$ cat src/rtl/mem_access_stage.sv
// mem_access_stage: RV32I MEM stage - sequences load/store request/ack transactions, aligns and extends
// load data, selects the write-back value and registers MEM/WB. Optional trap build: MEM_MISALIGN_TRAP_EN.
module mem_access_stage #(
  parameter int DATA_WIDTH     = 32,
  parameter int ADDR_WIDTH     = 32,
  parameter int REG_ADDR_WIDTH = 5
) (
  input  logic                      i_clk,
  input  logic                      i_reset_n,
  input  logic                      i_ex_valid,
  input  logic [DATA_WIDTH-1:0]     i_ex_alu_result,
  input  logic [DATA_WIDTH-1:0]     i_ex_wr_data,
  input  logic [REG_ADDR_WIDTH-1:0] i_ex_dst_reg,
  input  logic [ADDR_WIDTH-1:0]     i_ex_pc_next,
  input  logic                      i_ex_mem_rd,
  input  logic                      i_ex_mem_wr,
  input  logic [2:0]                i_ex_funct3,
  input  logic                      i_ex_wb_en,
  input  logic [1:0]                i_ex_result_sel,
  output logic                      o_stall,
  output logic                      o_mem_req,
  output logic                      o_mem_we,
  output logic [ADDR_WIDTH-1:0]     o_mem_addr,
  output logic [DATA_WIDTH-1:0]     o_mem_wdata,
  output logic [3:0]                o_mem_be,
  input  logic                      i_mem_ack,
  input  logic [DATA_WIDTH-1:0]     i_mem_rdata,
  output logic                      o_wb_valid,
  output logic                      o_wb_en,
  output logic [REG_ADDR_WIDTH-1:0] o_wb_dst_reg,
  output logic [DATA_WIDTH-1:0]     o_wb_result,
  output logic                      o_misaligned
);

  typedef enum logic {IDLE, REQ} state_t;

  localparam logic [1:0] SEL_ALU  = 2'b00;
  localparam logic [1:0] SEL_LOAD = 2'b01;
  localparam logic [1:0] SEL_PC   = 2'b10;

  // Byte offset actually honoured: halfwords look at addr[1] only, words are forced aligned.
  function automatic logic [1:0] eff_offset(input logic [2:0] f3, input logic [1:0] a);
    case (f3[1:0])
      2'b00:   return a;
      2'b01:   return {a[1], 1'b0};
      default: return 2'b00;
    endcase
  endfunction

  function automatic logic [3:0] store_be(input logic [2:0] f3, input logic [1:0] off);
    case (f3[1:0])
      2'b00:   return 4'b0001 << off;
      2'b01:   return off[1] ? 4'b1100 : 4'b0011;
      default: return 4'b1111;
    endcase
  endfunction

  function automatic logic [DATA_WIDTH-1:0] store_data(input logic [2:0] f3,
                                                      input logic [DATA_WIDTH-1:0] wd);
    case (f3[1:0])
      2'b00:   return {4{wd[7:0]}};
      2'b01:   return {2{wd[15:0]}};
      default: return wd;
    endcase
  endfunction

  function automatic logic [DATA_WIDTH-1:0] load_extract(input logic [2:0] f3,
                                                        input logic [1:0] off,
                                                        input logic [DATA_WIDTH-1:0] rdata);
    logic [DATA_WIDTH-1:0] s;
    s = rdata >> {off, 3'b000};
    case (f3)
      3'd0:    return {{24{s[7]}}, s[7:0]};
      3'd4:    return {24'd0, s[7:0]};
      3'd1:    return {{16{s[15]}}, s[15:0]};
      3'd5:    return {16'd0, s[15:0]};
      default: return rdata;
    endcase
  endfunction

  function automatic logic [DATA_WIDTH-1:0] wb_mux(input logic [1:0] sel,
                                                  input logic [DATA_WIDTH-1:0] alu,
                                                  input logic [DATA_WIDTH-1:0] ld,
                                                  input logic [ADDR_WIDTH-1:0] pc);
    case (sel)
      SEL_ALU:  return alu;
      SEL_LOAD: return ld;
      SEL_PC:   return DATA_WIDTH'(pc);
      default:  return '0;
    endcase
  endfunction

  state_t                    state_q, state_d;
  logic                      mem_req_q, mem_req_d;
  logic                      mem_we_q, mem_we_d;
  logic [ADDR_WIDTH-1:0]     mem_addr_q, mem_addr_d;
  logic [DATA_WIDTH-1:0]     mem_wdata_q, mem_wdata_d;
  logic [3:0]                mem_be_q, mem_be_d;
  logic                      wb_valid_q, wb_valid_d;
  logic                      wb_en_q, wb_en_d;
  logic [REG_ADDR_WIDTH-1:0] wb_dst_q, wb_dst_d;
  logic [DATA_WIDTH-1:0]     wb_result_q, wb_result_d;
  logic                      misaligned_q, misaligned_d;

  // Instruction context held across the outstanding transaction.
  logic [2:0]                req_f3_q, req_f3_d;
  logic [1:0]                req_off_q, req_off_d;
  logic [1:0]                req_sel_q, req_sel_d;
  logic [DATA_WIDTH-1:0]     req_alu_q, req_alu_d;
  logic [ADDR_WIDTH-1:0]     req_pc_q, req_pc_d;
  logic [REG_ADDR_WIDTH-1:0] req_dst_q, req_dst_d;
  logic                      req_wb_en_q, req_wb_en_d;

  logic       mem_op;
  logic       ex_misaligned;
  logic [1:0] ex_off;

  always_comb begin
    mem_op = i_ex_valid & (i_ex_mem_rd | i_ex_mem_wr);
    ex_off = eff_offset(i_ex_funct3, i_ex_alu_result[1:0]);
`ifdef MEM_MISALIGN_TRAP_EN
    ex_misaligned = mem_op &
                    (((i_ex_funct3[1:0] == 2'b01) & i_ex_alu_result[0]) |
                     (i_ex_funct3[1] & (i_ex_alu_result[1:0] != 2'b00)));
`else
    ex_misaligned = 1'b0;
`endif
  end

  always_comb begin
    if (!i_reset_n)
      o_stall = 1'b0;
    else if (state_q == IDLE)
      o_stall = mem_op & ~ex_misaligned;
    else
      o_stall = ~i_mem_ack;
  end

  always_comb begin
    state_d      = state_q;
    mem_req_d    = mem_req_q;
    mem_we_d     = mem_we_q;
    mem_addr_d   = mem_addr_q;
    mem_wdata_d  = mem_wdata_q;
    mem_be_d     = mem_be_q;
    wb_valid_d   = wb_valid_q;
    wb_en_d      = wb_en_q;
    wb_dst_d     = wb_dst_q;
    wb_result_d  = wb_result_q;
    misaligned_d = 1'b0;
    req_f3_d     = req_f3_q;
    req_off_d    = req_off_q;
    req_sel_d    = req_sel_q;
    req_alu_d    = req_alu_q;
    req_pc_d     = req_pc_q;
    req_dst_d    = req_dst_q;
    req_wb_en_d  = req_wb_en_q;

    case (state_q)
      IDLE: begin
        if (mem_op && !ex_misaligned) begin
          state_d     = REQ;
          mem_req_d   = 1'b1;
          mem_we_d    = i_ex_mem_wr;
          mem_addr_d  = {i_ex_alu_result[ADDR_WIDTH-1:2], 2'b00};
          mem_be_d    = i_ex_mem_wr ? store_be(i_ex_funct3, ex_off) : 4'b1111;
          mem_wdata_d = i_ex_mem_wr ? store_data(i_ex_funct3, i_ex_wr_data) : '0;
          wb_valid_d  = 1'b0;
          req_f3_d    = i_ex_funct3;
          req_off_d   = ex_off;
          req_sel_d   = i_ex_result_sel;
          req_alu_d   = i_ex_alu_result;
          req_pc_d    = i_ex_pc_next;
          req_dst_d   = i_ex_dst_reg;
          req_wb_en_d = i_ex_wb_en;
        end else if (ex_misaligned) begin
          wb_valid_d   = 1'b1;
          wb_en_d      = 1'b0;
          wb_dst_d     = i_ex_dst_reg;
          wb_result_d  = i_ex_alu_result;
          misaligned_d = 1'b1;
        end else begin
          wb_valid_d  = i_ex_valid;
          wb_en_d     = i_ex_valid & i_ex_wb_en;
          wb_dst_d    = i_ex_dst_reg;
          wb_result_d = wb_mux(i_ex_result_sel, i_ex_alu_result, '0, i_ex_pc_next);
        end
      end
      REQ: begin
        // Request fields stay frozen until the acknowledge retires the access.
        if (i_mem_ack) begin
          state_d     = IDLE;
          mem_req_d   = 1'b0;
          wb_valid_d  = 1'b1;
          wb_en_d     = req_wb_en_q;
          wb_dst_d    = req_dst_q;
          wb_result_d = wb_mux(req_sel_q, req_alu_q,
                               load_extract(req_f3_q, req_off_q, i_mem_rdata), req_pc_q);
        end else begin
          wb_valid_d = 1'b0;
        end
      end
      default: state_d = IDLE;
    endcase
  end

  always_ff @(posedge i_clk) begin
    if (!i_reset_n) begin
      state_q      <= IDLE;
      mem_req_q    <= 1'b0;
      mem_we_q     <= 1'b0;
      mem_addr_q   <= '0;
      mem_wdata_q  <= '0;
      mem_be_q     <= 4'b0000;
      wb_valid_q   <= 1'b0;
      wb_en_q      <= 1'b0;
      wb_dst_q     <= '0;
      wb_result_q  <= '0;
      misaligned_q <= 1'b0;
      req_f3_q     <= 3'd0;
      req_off_q    <= 2'd0;
      req_sel_q    <= 2'd0;
      req_alu_q    <= '0;
      req_pc_q     <= '0;
      req_dst_q    <= '0;
      req_wb_en_q  <= 1'b0;
    end else begin
      state_q      <= state_d;
      mem_req_q    <= mem_req_d;
      mem_we_q     <= mem_we_d;
      mem_addr_q   <= mem_addr_d;
      mem_wdata_q  <= mem_wdata_d;
      mem_be_q     <= mem_be_d;
      wb_valid_q   <= wb_valid_d;
      wb_en_q      <= wb_en_d;
      wb_dst_q     <= wb_dst_d;
      wb_result_q  <= wb_result_d;
      misaligned_q <= misaligned_d;
      req_f3_q     <= req_f3_d;
      req_off_q    <= req_off_d;
      req_sel_q    <= req_sel_d;
      req_alu_q    <= req_alu_d;
      req_pc_q     <= req_pc_d;
      req_dst_q    <= req_dst_d;
      req_wb_en_q  <= req_wb_en_d;
    end
  end

  assign o_mem_req    = mem_req_q;
  assign o_mem_we     = mem_we_q;
  assign o_mem_addr   = mem_addr_q;
  assign o_mem_wdata  = mem_wdata_q;
  assign o_mem_be     = mem_be_q;
  assign o_wb_valid   = wb_valid_q;
  assign o_wb_en      = wb_en_q;
  assign o_wb_dst_reg = wb_dst_q;
  assign o_wb_result  = wb_result_q;
  assign o_misaligned = misaligned_q;

endmodule

$ cat config.mk
export PLATFORM = sky130hd
export DESIGN_NAME = mem_access_stage
export DESIGN_NICKNAME = d
export VERILOG_FILES = /design/src/rtl/mem_access_stage.sv
export SDC_FILE = /design/constraint.sdc
export NUM_CORES = 1
export LEC_CHECK = 0
export CORE_MARGIN = 2
export CORE_UTILIZATION = 45
export CTS_BUF_LIST = sky130_fd_sc_hd__clkbuf_16
export DETAILED_ROUTE_END_ITERATION = 8
export PLACE_DENSITY = 0.79
export SYNTH_ARGS = -nofsm -noshare
export SYNTH_HDL_FRONTEND = slang
export SYNTH_SLANG_ARGS = --single-unit
$ cat constraint.sdc
create_clock -name i_clk -period 3.7 [get_ports i_clk]
set_input_delay 0.37 -clock i_clk [delete_from_list [all_inputs] [get_ports i_clk]]
set_output_delay 0.37 -clock i_clk [all_outputs]
set_load 0.02 [all_outputs]
==> results.toml <==
[cells_and_area]
antenna_cells = 0
drive_above_1_share = 0.07925
area_growth_pct = 33.79
fill_cells = 1527
stdcell_area_um2 = 11210
nets = 1255

[global_route]
track_usage = 0.2665
grt_max_degree = 82
grt_pass1_wl_um = 41700
globalRoute.totalOverflow = 0
antenna_found_initial = 1
first_global_vias = 7530

[detailed_routing]
dr.pass1.iters = 8
wl_per_cell_um = 20.07
vias_per_cell = 5.888
drtAntennaViolNets = 0
route.detailed.drc = 0
wirelength_um = 27140
drt_iter0_drc = 598
num_vias = 7960

[clock_network]
clockBufferDepth = 2
cts_tree = "built"
clockRootBuffer = "clkbuf_16"
cts.sinks = 155
htreeDepth = 4
post_cts_buffers = 0
ctsHoldBuffers = 0
cts_inserted_buffers = 17
worstSkewPairLatency_ps = 430
ctsResizeCount = 0
cts.clk_slew.worst_paths_ps = 70

[power]
peakVddDrop_mv = 0.3400
p_leak_nw = 3.955
p_per_area_nw_per_um2 = 414.4
finalPower_mw = 4.644

[timing]
relSlewSlack = 0.2845
period_share = 0.7520
worstMarginPinSlew_ps = 1073
fin_skew_ps = 9.904
fmax_ghz = 0.3594
finalHoldViolCount = 0
layout_min_cycle_time_ps = 2783
rsz0062_at_grt = "no"
setup_viol = 0
slew_viol_final = 0
setup_tns_ps = 0

[placement]
place_congestion = 0.8391
placed_area_um2 = 10630
io_buffer_count = 252
hpwl_um = 18530

[yosys]
ys.flop_type = "dfxtp_1"
synthTopCellsByCount = "nand2_1, dfxtp_1, a21boi_0"
yosysMostFrequentCell = "nand2_1"
yosys.area.top_type = "dfxtp_1"
synth-edff-count = 0
synth_area_um2 = 8376
synth_top_cell_area_share = 0.3705
ys_types = 51
ys_seq_area_frac = 0.3705
ys_async_sr_fraction = 0
syn_avg_cell_area_um2 = 8.798
synth-seq-cells = 155
synth_area_leaders = "dfxtp_1, a21boi_0, mux2i_1"
synthCells = 952
synth.yosys.warnings = 0

[floorplan]
core_um2 = 18090
io_pins = 256
die-area_um2 = 19720
start_util = 0.4631
rows = 49
die_w_um = 140.4
die_h_um = 140.4

[setup_path]
crit_chain = "clkdlybuf4s50_1 -> nor2_1 -> o21a_2 -> nor2b_1 -> clkdlybuf4s50_1"
critPathTopFamily = "buffers and inverters"
path_class = "in -> out"
path_buf_inv = 2
crit_required_ps = 3330
critical_path_arrival_ps = 2410
cpMostUsedCell = "clkdlybuf4s50_1"
cp-end-kind = "output port"
cp_max_fo = 11
slowest_delay_ps = 680
startpoint_type = "input port"
critPathSlowestCell = "nor2_1"

[job]
drv_cap = 0

[run_status]
outcome = "complete, no violations"

[hold_path]
hp-class = "reg -> reg"
## layer usage
layer | up-vias | part of all wire | GRT usage
li1 | 3741 | - | -
met5 | - | 0 | 0
met3 | 46 | 0.099 | 0.08889
met4 | 0 | 0.028 | 0.09516
met1 | 3810 | 0.39 | 0.3272
met2 | 363 | 0.48 | 0.4373
## tightest hold or removal path: cells and delay by family (launching register included)
kind	cells	cell delay, ps
AO/OA/AOI/OAI	1	60
AND/OR/NAND/NOR	1	40
flip-flops	1	310
## report_power, final
part	switching, mW	internal (mW)
combinational	0.519	0.504
sequential	0.0912	1.78
clock	0.793	0.953
## kinds of logic (layout without fill, tap and decap cells)
group	after synthesis	count (layout)	share of synthesized area
DFF	155	155	0.3705
buffers and inverters	131	300	0.08306
other	1	3	0.0004477
muxes	95	95	0.1173
AOI/OAI and AO/OA	318	318	0.2919
and+or+nand+nor	252	252	0.1368
## per-stage QoR
| stage | setup slack, ps | utilization | hold WS (ps) | instances |
|---|---|---|---|---|
| after floorplan | 1961 | - | 440.8 | 954 |
| after global placement | 939.8 | 0.5876 | 448.4 | 1320 |
| after detailed placement | 828.6 | 0.5876 | 454.6 | 1320 |
| after CTS | 921.5 | 0.6196 | 464.3 | 1352 |
| after global routing | 783.8 | 0.6196 | 482.8 | 1352 |
| final | 917.4 | 0.6196 | 462.4 | 1352 |
## worst paths after layout
check	slack, ps	from	cells past startpoint	to
max	920	i_ex_mem_wr	5	o_stall
min	460	req_pc_q[20]	2	req_pc_q[20]
max reg2reg	1270	req_sel_q[0]	5	o_wb_result[26]
min reg2reg	460	req_pc_q[20]	2	req_pc_q[20]
## cell type report
class	instances	area, um2	area share
sequential	155	3104	0.2770
tap	229	286.5	0.02557
clock inverter	15	152.6	0.01362
inverter	3	11.26	0.001005
timing repair buffer	265	2638	0.2354
clock buffer	17	425.4	0.03796
multi-input combinational	668	4588	0.4094
## cells in the final DEF, fill, tap and decap left out, types with 2 or more instances in the layout
| cell | instances |
|---|---|
| a221oi_1 | 15 |
| clkinv_4 | 2 |
| o211a_1 | 7 |
| nor3_1 | 9 |
| clkdlybuf4s50_1 | 250 |
| o21ba_2 | 8 |
| a21oi_1 | 13 |
| inv_6 | 6 |
| buf_12 | 2 |
| buf_4 | 12 |
| a21boi_0 | 94 |
| dfxtp_1 | 154 |
| o22a_1 | 8 |
| nor2b_1 | 38 |
| o2bb2ai_1 | 8 |
| clkbuf_16 | 17 |
| inv_1 | 3 |
| a211oi_1 | 8 |
| nand2b_1 | 15 |
| o21ai_0 | 38 |
| conb_1 | 3 |
| inv_8 | 3 |
| o32a_1 | 15 |
| mux2_2 | 24 |
| a31oi_1 | 25 |
| clkinvlp_4 | 2 |
| and2_1 | 2 |
| or2_2 | 2 |
| mux2i_1 | 70 |
| o221ai_1 | 24 |
| a22oi_1 | 32 |
| a222oi_1 | 8 |
| a2bb2oi_1 | 8 |
| nand2_1 | 171 |
| nor2_1 | 5 |
(Power assumes the default switching activity.)
